File: src/rtl/param_cpu_core_pkg.sv
// Shared definitions for param_cpu_core: opcode and FSM state encodings plus
// small opcode-classification helpers used by the core decode.
package param_cpu_core_pkg;

    localparam int OP_W = 4;

    typedef enum logic [OP_W-1:0] {
        OP_NOP  = 4'h0,
        OP_ADD  = 4'h1,
        OP_SUB  = 4'h2,
        OP_AND  = 4'h3,
        OP_OR   = 4'h4,
        OP_XOR  = 4'h5,
        OP_LDI  = 4'h6,
        OP_MOV  = 4'h7,
        OP_INC  = 4'h8,
        OP_BEQZ = 4'h9,
        OP_JMP  = 4'hA,
        OP_HALT = 4'hF
    } op_e;

    typedef enum logic [1:0] {
        ST_FETCH  = 2'd0,
        ST_EXEC   = 2'd1,
        ST_HALTED = 2'd2
    } state_e;

    // Opcodes 0xB..0xE are reserved and must flag an error.
    function automatic logic op_is_legal(input op_e op);
        return !(op inside {[4'hB:4'hE]});
    endfunction

    function automatic logic op_uses_rd(input op_e op);
        return op inside {OP_ADD, OP_SUB, OP_AND, OP_OR, OP_XOR,
                          OP_LDI, OP_MOV, OP_INC, OP_BEQZ};
    endfunction

    function automatic logic op_uses_rs(input op_e op);
        return op inside {OP_ADD, OP_SUB, OP_AND, OP_OR, OP_XOR, OP_MOV};
    endfunction

    function automatic logic op_writes_rd(input op_e op);
        return op inside {OP_ADD, OP_SUB, OP_AND, OP_OR, OP_XOR,
                          OP_LDI, OP_MOV, OP_INC};
    endfunction

    function automatic logic op_sets_flags(input op_e op);
        return op inside {OP_ADD, OP_SUB, OP_AND, OP_OR, OP_XOR, OP_INC};
    endfunction

endpackage

File: src/rtl/param_cpu_core_if.sv
// Instruction-fetch handshake between the core (master) and instruction memory (slave).
interface param_cpu_core_if #(
    parameter int PC_W    = 8,
    parameter int FIELD_W = 8
);
    localparam int INSTR_W = 4 + 2 * FIELD_W;

    logic               instr_req;
    logic [PC_W-1:0]    instr_addr;
    logic               instr_valid;
    logic [INSTR_W-1:0] instr_data;

    modport master (
        output instr_req,
        output instr_addr,
        input  instr_valid,
        input  instr_data
    );

    modport slave (
        input  instr_req,
        input  instr_addr,
        output instr_valid,
        output instr_data
    );

endinterface

File: src/rtl/param_cpu_core_alu.sv
// Combinational two's-complement ALU: wrapping arithmetic with signed-overflow
// and zero detection; logic ops always report no overflow.
module param_cpu_core_alu
    import param_cpu_core_pkg::*;
#(
    parameter int DATA_W = 8
) (
    input  op_e               op_i,
    input  logic [DATA_W-1:0] a_i,
    input  logic [DATA_W-1:0] b_i,
    output logic [DATA_W-1:0] result_o,
    output logic              z_o,
    output logic              v_o
);

    localparam int MSB = DATA_W - 1;

    // NOTE: every output gets a default before the case so no path can
    // leave it unassigned and infer a latch.
    always_comb begin
        result_o = a_i;
        v_o      = 1'b0;
        case (op_i)
            OP_ADD: begin
                result_o = a_i + b_i;
                v_o      = (a_i[MSB] == b_i[MSB]) && (result_o[MSB] != a_i[MSB]);
            end
            OP_SUB: begin
                result_o = a_i - b_i;
                v_o      = (a_i[MSB] != b_i[MSB]) && (result_o[MSB] != a_i[MSB]);
            end
            OP_INC: begin
                result_o = a_i + DATA_W'(1);
                v_o      = !a_i[MSB] && result_o[MSB];
            end
            OP_AND:  result_o = a_i & b_i;
            OP_OR:   result_o = a_i | b_i;
            OP_XOR:  result_o = a_i ^ b_i;
            default: result_o = a_i;
        endcase
    end

    assign z_o = (result_o == '0);

endmodule

File: src/rtl/param_cpu_core.sv
// Multi-cycle accumulator-style core: FETCH/EXEC/HALTED FSM, instruction
// register, PC, register file and Z/V flags, with hold stall and sticky error.
module param_cpu_core
    import param_cpu_core_pkg::*;
#(
    parameter int DATA_W   = 8,
    parameter int NUM_REGS = 4,
    parameter int FIELD_W  = 8,
    parameter int PC_W     = 8
) (
    input  logic                       clk,
    input  logic                       reset,
    input  logic                       hold,
    param_cpu_core_if.master           fetch,
    output logic [NUM_REGS*DATA_W-1:0] regs_flat,
    output logic [PC_W-1:0]            pc,
    output logic                       flag_z,
    output logic                       flag_v,
    output logic                       halted,
    output logic                       err
);

    localparam int INSTR_W = 4 + 2 * FIELD_W;
    localparam int IDX_W   = (NUM_REGS > 1) ? $clog2(NUM_REGS) : 1;
    // One extra bit so a NUM_REGS of exactly 2**FIELD_W still compares correctly.
    localparam logic [FIELD_W:0] REG_LIMIT = (FIELD_W + 1)'(NUM_REGS);

    state_e             state_q;
    logic [INSTR_W-1:0] ir_q;
    logic [PC_W-1:0]    pc_q;
    logic [DATA_W-1:0]  regs_q [NUM_REGS];
    logic               z_q, v_q, halted_q, err_q;

    op_e               op;
    logic [FIELD_W-1:0] fa, fb;
    logic [IDX_W-1:0]  rd_idx, rs_idx;
    logic              rd_ok, rs_ok, bad;
    logic [DATA_W-1:0] rd_val, rs_val, alu_res, wr_data_d;
    logic              alu_z, alu_v, wr_en_d;
    logic [PC_W-1:0]   pc_inc, pc_d;

    assign op     = op_e'(ir_q[INSTR_W-1 -: 4]);
    assign fa     = ir_q[2*FIELD_W-1 -: FIELD_W];
    assign fb     = ir_q[FIELD_W-1:0];
    assign rd_idx = IDX_W'(fa);
    assign rs_idx = IDX_W'(fb);
    assign rd_ok  = {1'b0, fa} < REG_LIMIT;
    assign rs_ok  = {1'b0, fb} < REG_LIMIT;
    assign rd_val = regs_q[rd_idx];
    assign rs_val = regs_q[rs_idx];

    // Any illegal opcode or out-of-range register index degrades to a NOP.
    assign bad = !op_is_legal(op)
              || (op_uses_rd(op) && !rd_ok)
              || (op_uses_rs(op) && !rs_ok);

    param_cpu_core_alu #(.DATA_W(DATA_W)) u_alu (
        .op_i     (op),
        .a_i      (rd_val),
        .b_i      (rs_val),
        .result_o (alu_res),
        .z_o      (alu_z),
        .v_o      (alu_v)
    );

    assign pc_inc = pc_q + PC_W'(1);

    always_comb begin
        pc_d      = pc_inc;
        wr_en_d   = !bad && op_writes_rd(op);
        wr_data_d = alu_res;
        if (!bad) begin
            case (op)
                OP_JMP:  pc_d = PC_W'(fb);
                OP_BEQZ: pc_d = (rd_val == '0) ? PC_W'(fb) : pc_inc;
                OP_HALT: pc_d = pc_q;
                default: pc_d = pc_inc;
            endcase
        end
        if (op == OP_LDI) wr_data_d = DATA_W'(fb);
        if (op == OP_MOV) wr_data_d = rs_val;
    end

    // NOTE: the register file is reset along with the rest of the state because
    // the display logic reads it directly and must see zeros after reset.
    always_ff @(posedge clk or negedge reset) begin
        if (!reset) begin
            state_q  <= ST_FETCH;
            ir_q     <= '0;
            pc_q     <= '0;
            z_q      <= 1'b0;
            v_q      <= 1'b0;
            halted_q <= 1'b0;
            err_q    <= 1'b0;
            for (int i = 0; i < NUM_REGS; i++) regs_q[i] <= '0;
        end else if (!hold) begin
            // NOTE: non-blocking assignments so every update in EXEC commits
            // together on the same edge, independent of statement order.
            case (state_q)
                ST_FETCH: begin
                    if (fetch.instr_valid) begin
                        ir_q    <= fetch.instr_data;
                        state_q <= ST_EXEC;
                    end
                end
                ST_EXEC: begin
                    pc_q <= pc_d;
                    if (wr_en_d) regs_q[rd_idx] <= wr_data_d;
                    if (!bad && op_sets_flags(op)) begin
                        z_q <= alu_z;
                        v_q <= alu_v;
                    end
                    if (bad) err_q <= 1'b1;
                    if (!bad && op == OP_HALT) begin
                        halted_q <= 1'b1;
                        state_q  <= ST_HALTED;
                    end else begin
                        state_q  <= ST_FETCH;
                    end
                end
                ST_HALTED: state_q <= ST_HALTED;
                default:   state_q <= ST_FETCH;
            endcase
        end
    end

    // Request is gated by reset so it reads low while reset is asserted.
    assign fetch.instr_req  = reset && !hold && (state_q == ST_FETCH);
    assign fetch.instr_addr = pc_q;

    for (genvar r = 0; r < NUM_REGS; r++) begin : g_flat
        assign regs_flat[r*DATA_W +: DATA_W] = regs_q[r];
    end

    assign pc     = pc_q;
    assign flag_z = z_q;
    assign flag_v = v_q;
    assign halted = halted_q;
    assign err    = err_q;

endmodule

File: src/flat_wrapper.sv
// flat-port wrapper written by rule: the top's interface ports become plain ports
module param_cpu_core_flat import param_cpu_core_pkg::*;
#(
    parameter int DATA_W   = 8,
    parameter int NUM_REGS = 4,
    parameter int FIELD_W  = 8,
    parameter int PC_W     = 8
)
  (clk, reset, hold, regs_flat, pc, flag_z, flag_v, halted, err, fetch_instr_req, fetch_instr_addr, fetch_instr_valid, fetch_instr_data);
  param_cpu_core_if #(.PC_W(PC_W), .FIELD_W(FIELD_W)) fetch_i ();
  input  logic clk;
  input  logic reset;
  input  logic hold;
  output logic [NUM_REGS*DATA_W-1:0] regs_flat;
  output logic [PC_W-1:0] pc;
  output logic flag_z;
  output logic flag_v;
  output logic halted;
  output logic err;
  output wire logic [$bits(fetch_i.instr_req)-1:0] fetch_instr_req;
  output wire logic [$bits(fetch_i.instr_addr)-1:0] fetch_instr_addr;
  input wire logic [$bits(fetch_i.instr_valid)-1:0] fetch_instr_valid;
  input wire logic [$bits(fetch_i.instr_data)-1:0] fetch_instr_data;
  assign fetch_instr_req = fetch_i.instr_req;
  assign fetch_instr_addr = fetch_i.instr_addr;
  assign fetch_i.instr_valid = fetch_instr_valid;
  assign fetch_i.instr_data = fetch_instr_data;
  param_cpu_core #(.DATA_W(DATA_W), .NUM_REGS(NUM_REGS), .FIELD_W(FIELD_W), .PC_W(PC_W)) u_core (.clk(clk), .reset(reset), .hold(hold), .fetch(fetch_i), .regs_flat(regs_flat), .pc(pc), .flag_z(flag_z), .flag_v(flag_v), .halted(halted), .err(err));
endmodule
File: config.mk
export PLATFORM = sky130hd
export DESIGN_NAME = param_cpu_core_flat
export DESIGN_NICKNAME = d
export VERILOG_FILES = /design/src/rtl/param_cpu_core_pkg.sv /design/src/rtl/param_cpu_core_if.sv /design/src/rtl/param_cpu_core_alu.sv /design/src/rtl/param_cpu_core.sv /design/src/flat_wrapper.sv
export SDC_FILE = /design/constraint.sdc
export NUM_CORES = 1
export LEC_CHECK = 0
export ABC_AREA = 1
export CORE_ASPECT_RATIO = 0.9
export CORE_MARGIN = 4
export CORE_UTILIZATION = 40
export DETAILED_ROUTE_END_ITERATION = 10
export GPL_ROUTABILITY_DRIVEN = 0
export GPL_TIMING_DRIVEN = 0
export HOLD_SLACK_MARGIN = 0.05
export PLACE_DENSITY = 0.7
export SYNTH_ARGS = -nofsm -noshare
export SYNTH_HDL_FRONTEND = slang
export SYNTH_SLANG_ARGS = --single-unit
File: constraint.sdc
create_clock -name clk -period 8.9 [get_ports clk]
set_clock_uncertainty 0.1 [all_clocks]
set_input_delay 2.67 -clock clk [delete_from_list [all_inputs] [get_ports clk]]
set_output_delay 2.67 -clock clk [all_outputs]
set_load 0.005 [all_outputs]
==> reports/results.txt <==
post-cts resize count -> 0
worst IR drop on VDD -> 0.158 mV
Die Height -> 117 µm
Vias -> 5448
wire per inst -> 15.4 µm
max-slew violation count -> 0
cts hold-fix bufs -> 0
flops & latches, synth -> 66
Netlist cell types -> 42
commonest non-fill, non-tap cell in the layout -> nand2_1
post-DP HPWL -> 12.4 mm
Final Hold Fails -> 0
RSZ-0062 raised after global routing -> no
commonest non-fill, non-tap cells in the layout -> 256 x nand2_1, 87 x nor2_1, 77 x nand3_1
Bufs on Longest Clock Path -> 2
reg2reg setup slack -> 5.11 ns
Main synth FF type -> dfrtp_1
syn_nets -> 836
Post-Syn Area per Cell -> 6.71 µm²
initial antenna violation count -> 0
share of layout cells above drive strength 1 -> 9.60%
nets -> 923
Initial DRC Count -> 462
Achievable Freq -> 0.146 GHz
vias in the first global route -> 5191
minimum hold slack -> 0.389 ns
CP Data Required Time -> 6.13 ns
largest net degree at the start of global routing -> 68
CORE AREA -> 0.0128 mm²
Async S/R FF share, synth -> 100%
CTS H-Tree Depth -> 3
Synth area leader -> dfrtp_1
total of max-cap violations -> 0
final core utilization -> 51.0%
DR vias/cell -> 5.24
Setup crit end kind -> primary output
Placed Area -> 0.00622 mm²
Synth Instances -> 783
Hold/Removal Path Class -> reg -> reg
WS Path Type -> in -> out
Worst Setup Start Kind -> input pin
cell area after synthesis -> 0.00525 mm²
leakage power -> 3.18 nW
RR Startpoint -> u_core.ir_q[1]
# diodes -> 0
placed insts -> 1023
CP arrival -> 4.08 ns
pwr dens -> 398 mW/mm²
design area -> 0.00652 mm²
Pre-antenna DRT Iters -> 5
cts bufs inserted -> 9
drt total wl -> 16.0 mm
Synth area leaders -> dfrtp_1 31%, nand2_1 18%, nand3_1 7.3%
sink of the worst hold path -> u_core.err
Reg2Reg Depth -> 21
tightest slew margin relative to the limit -> 42.7%
Crit Reg-Reg Endpoint -> u_core.regs_flat[20]
sequential share of the synthesized area -> 31.4%
Syn-to-layout area delta -> 24.1%
Die X -> 129 µm
Tot GR Track Use -> 21.9%
Worst Hold Depth -> 1
fin crit period -> 6.85 ns
Initial Util -> 41.1%
root buf cell -> clkbuf_16
row cnt -> 39
post-route insts no fill -> 1039
Worst-Margin Slew -> 0.859 ns
global-route wire length before repair -> 26.4 mm
CTS tree -> done
total grt overflow -> 0
setup bufs post-CTS -> 0
clock sink count -> 66
status -> finished, final reports clean
die area -> 0.0150 mm²
critical-path maximum fanout -> 67
DRC Markers -> 0
Yosys warnings -> 0
Synth top area share -> 31.4%
Post-synth EDFFs -> 0
Final setup violation count -> 0
Clock Latency Late Sink -> 0.34 ns
IO Count -> 77
Final period util -> 76.9%
Clock transition at path regs -> 0.06 ns
input/output buffers -> 76
Filler cells -> 1302
remaining antenna violation count -> 0
HP Start -> u_core.err
-- how the worst max path moves through the flow --
| stage | from | to | slack, ns | cells after the start |
|---|---|---|---|---|
| global route | reset | fetch_instr_req | 1.87 | 4 |
| floorplan | reset | fetch_instr_req | 3.32 | 2 |
| global placement | reset | fetch_instr_req | -0.12 | 4 |
| detailed placement | reset | fetch_instr_req | 1.99 | 4 |
| CTS | reset | fetch_instr_req | 1.99 | 4 |
| finish | reset | fetch_instr_req | 2.05 | 4 |
-- cell type report --
class	instances	area, µm²	share of cell area, %
Clock buffer	10	239	3.67
Buffer	23	150	2.30
Inverter	82	308	4.72
Sequential cell	66	1650	25.3
Clock inverter	6	65.1	0.998
Multi-Input combinational cell	612	3140	48.2
Tap cell	164	205	3.15
Timing Repair Buffer	76	758	11.6
-- synth_stat cells (4+ instances only) --
cell type / instances
nand2_1: 256
nor2_1: 87
nand3_1: 77
inv_1: 67
dfrtp_1: 66
a21oi_1: 41
o21ai_0: 32
ha_1: 27
inv_2: 14
nand4_1: 13
o21ai_1: 9
buf_4: 8
clkbuf_1: 8
mux2_2: 8
nor2_4: 6
nand2_2: 5
nor2_2: 5
buf_6: 4
nand3b_1: 4
o22ai_1: 4
xor2_1: 4
-- report_power, final --
part	switching, W	internal [W]	leakage, nW	total (W)
registers	0.000123	0.000413	0.801	0.000536
logic	0.00106	0.000631	2.23	0.00169
clock network	0.000140	0.000225	0.149	0.000365
-- layer usage --
layer  up-vias  GRT usage (%)  routed length (µm)
li1       2705              -                   -
met5         -              0                   0
met4         0           7.42                 306
met2       194           32.5                6960
met3        24           3.57                 896
met1      2525           32.3                7830
-- stage by stage --
stage	setup TNS [ns]	total power, W	worst slack (ns)
CTS	0	0.00257	1.99
detailed placement	0	0.00220	1.99
finish	0	0.00259	2.05
global route	0	0.00285	1.87
global placement	-0.116	0.00218	-0.116
floorplan	0	0.00166	3.32
-- flip-flops by register name, indices dropped and copies added (netlist names) --
name and flops:
u_core.regs_flat 32, u_core.ir_q 20, u_core.state_q 2, u_core.flag_v 1, u_core.err 1, u_core.flag_z 1
u_core.fetch.instr_addr 8, u_core.halted 1
-- logic make-up (layout without fill, tap and decap cells) --
logic type	count (synthesis)	in the layout	synth area share, %
XOR/XNOR	5	5	0.834
AO/OA/AOI/OAI	99	99	10.2
adder cells (fa/ha/maj)	29	29	7.19
flip-flops	66	66	31.4
multiplexers	8	8	1.72
buffers and inverters	105	197	8.72
AND/OR/NAND/NOR	471	471	39.9
-- worst max-delay path: stages --
cell and delay [ns]:
buf_4 0.62, nand2_1 0.11, nor2_1 0.11, clkdlybuf4s50_1 0.52
Power figures use the tool's default switching activity.
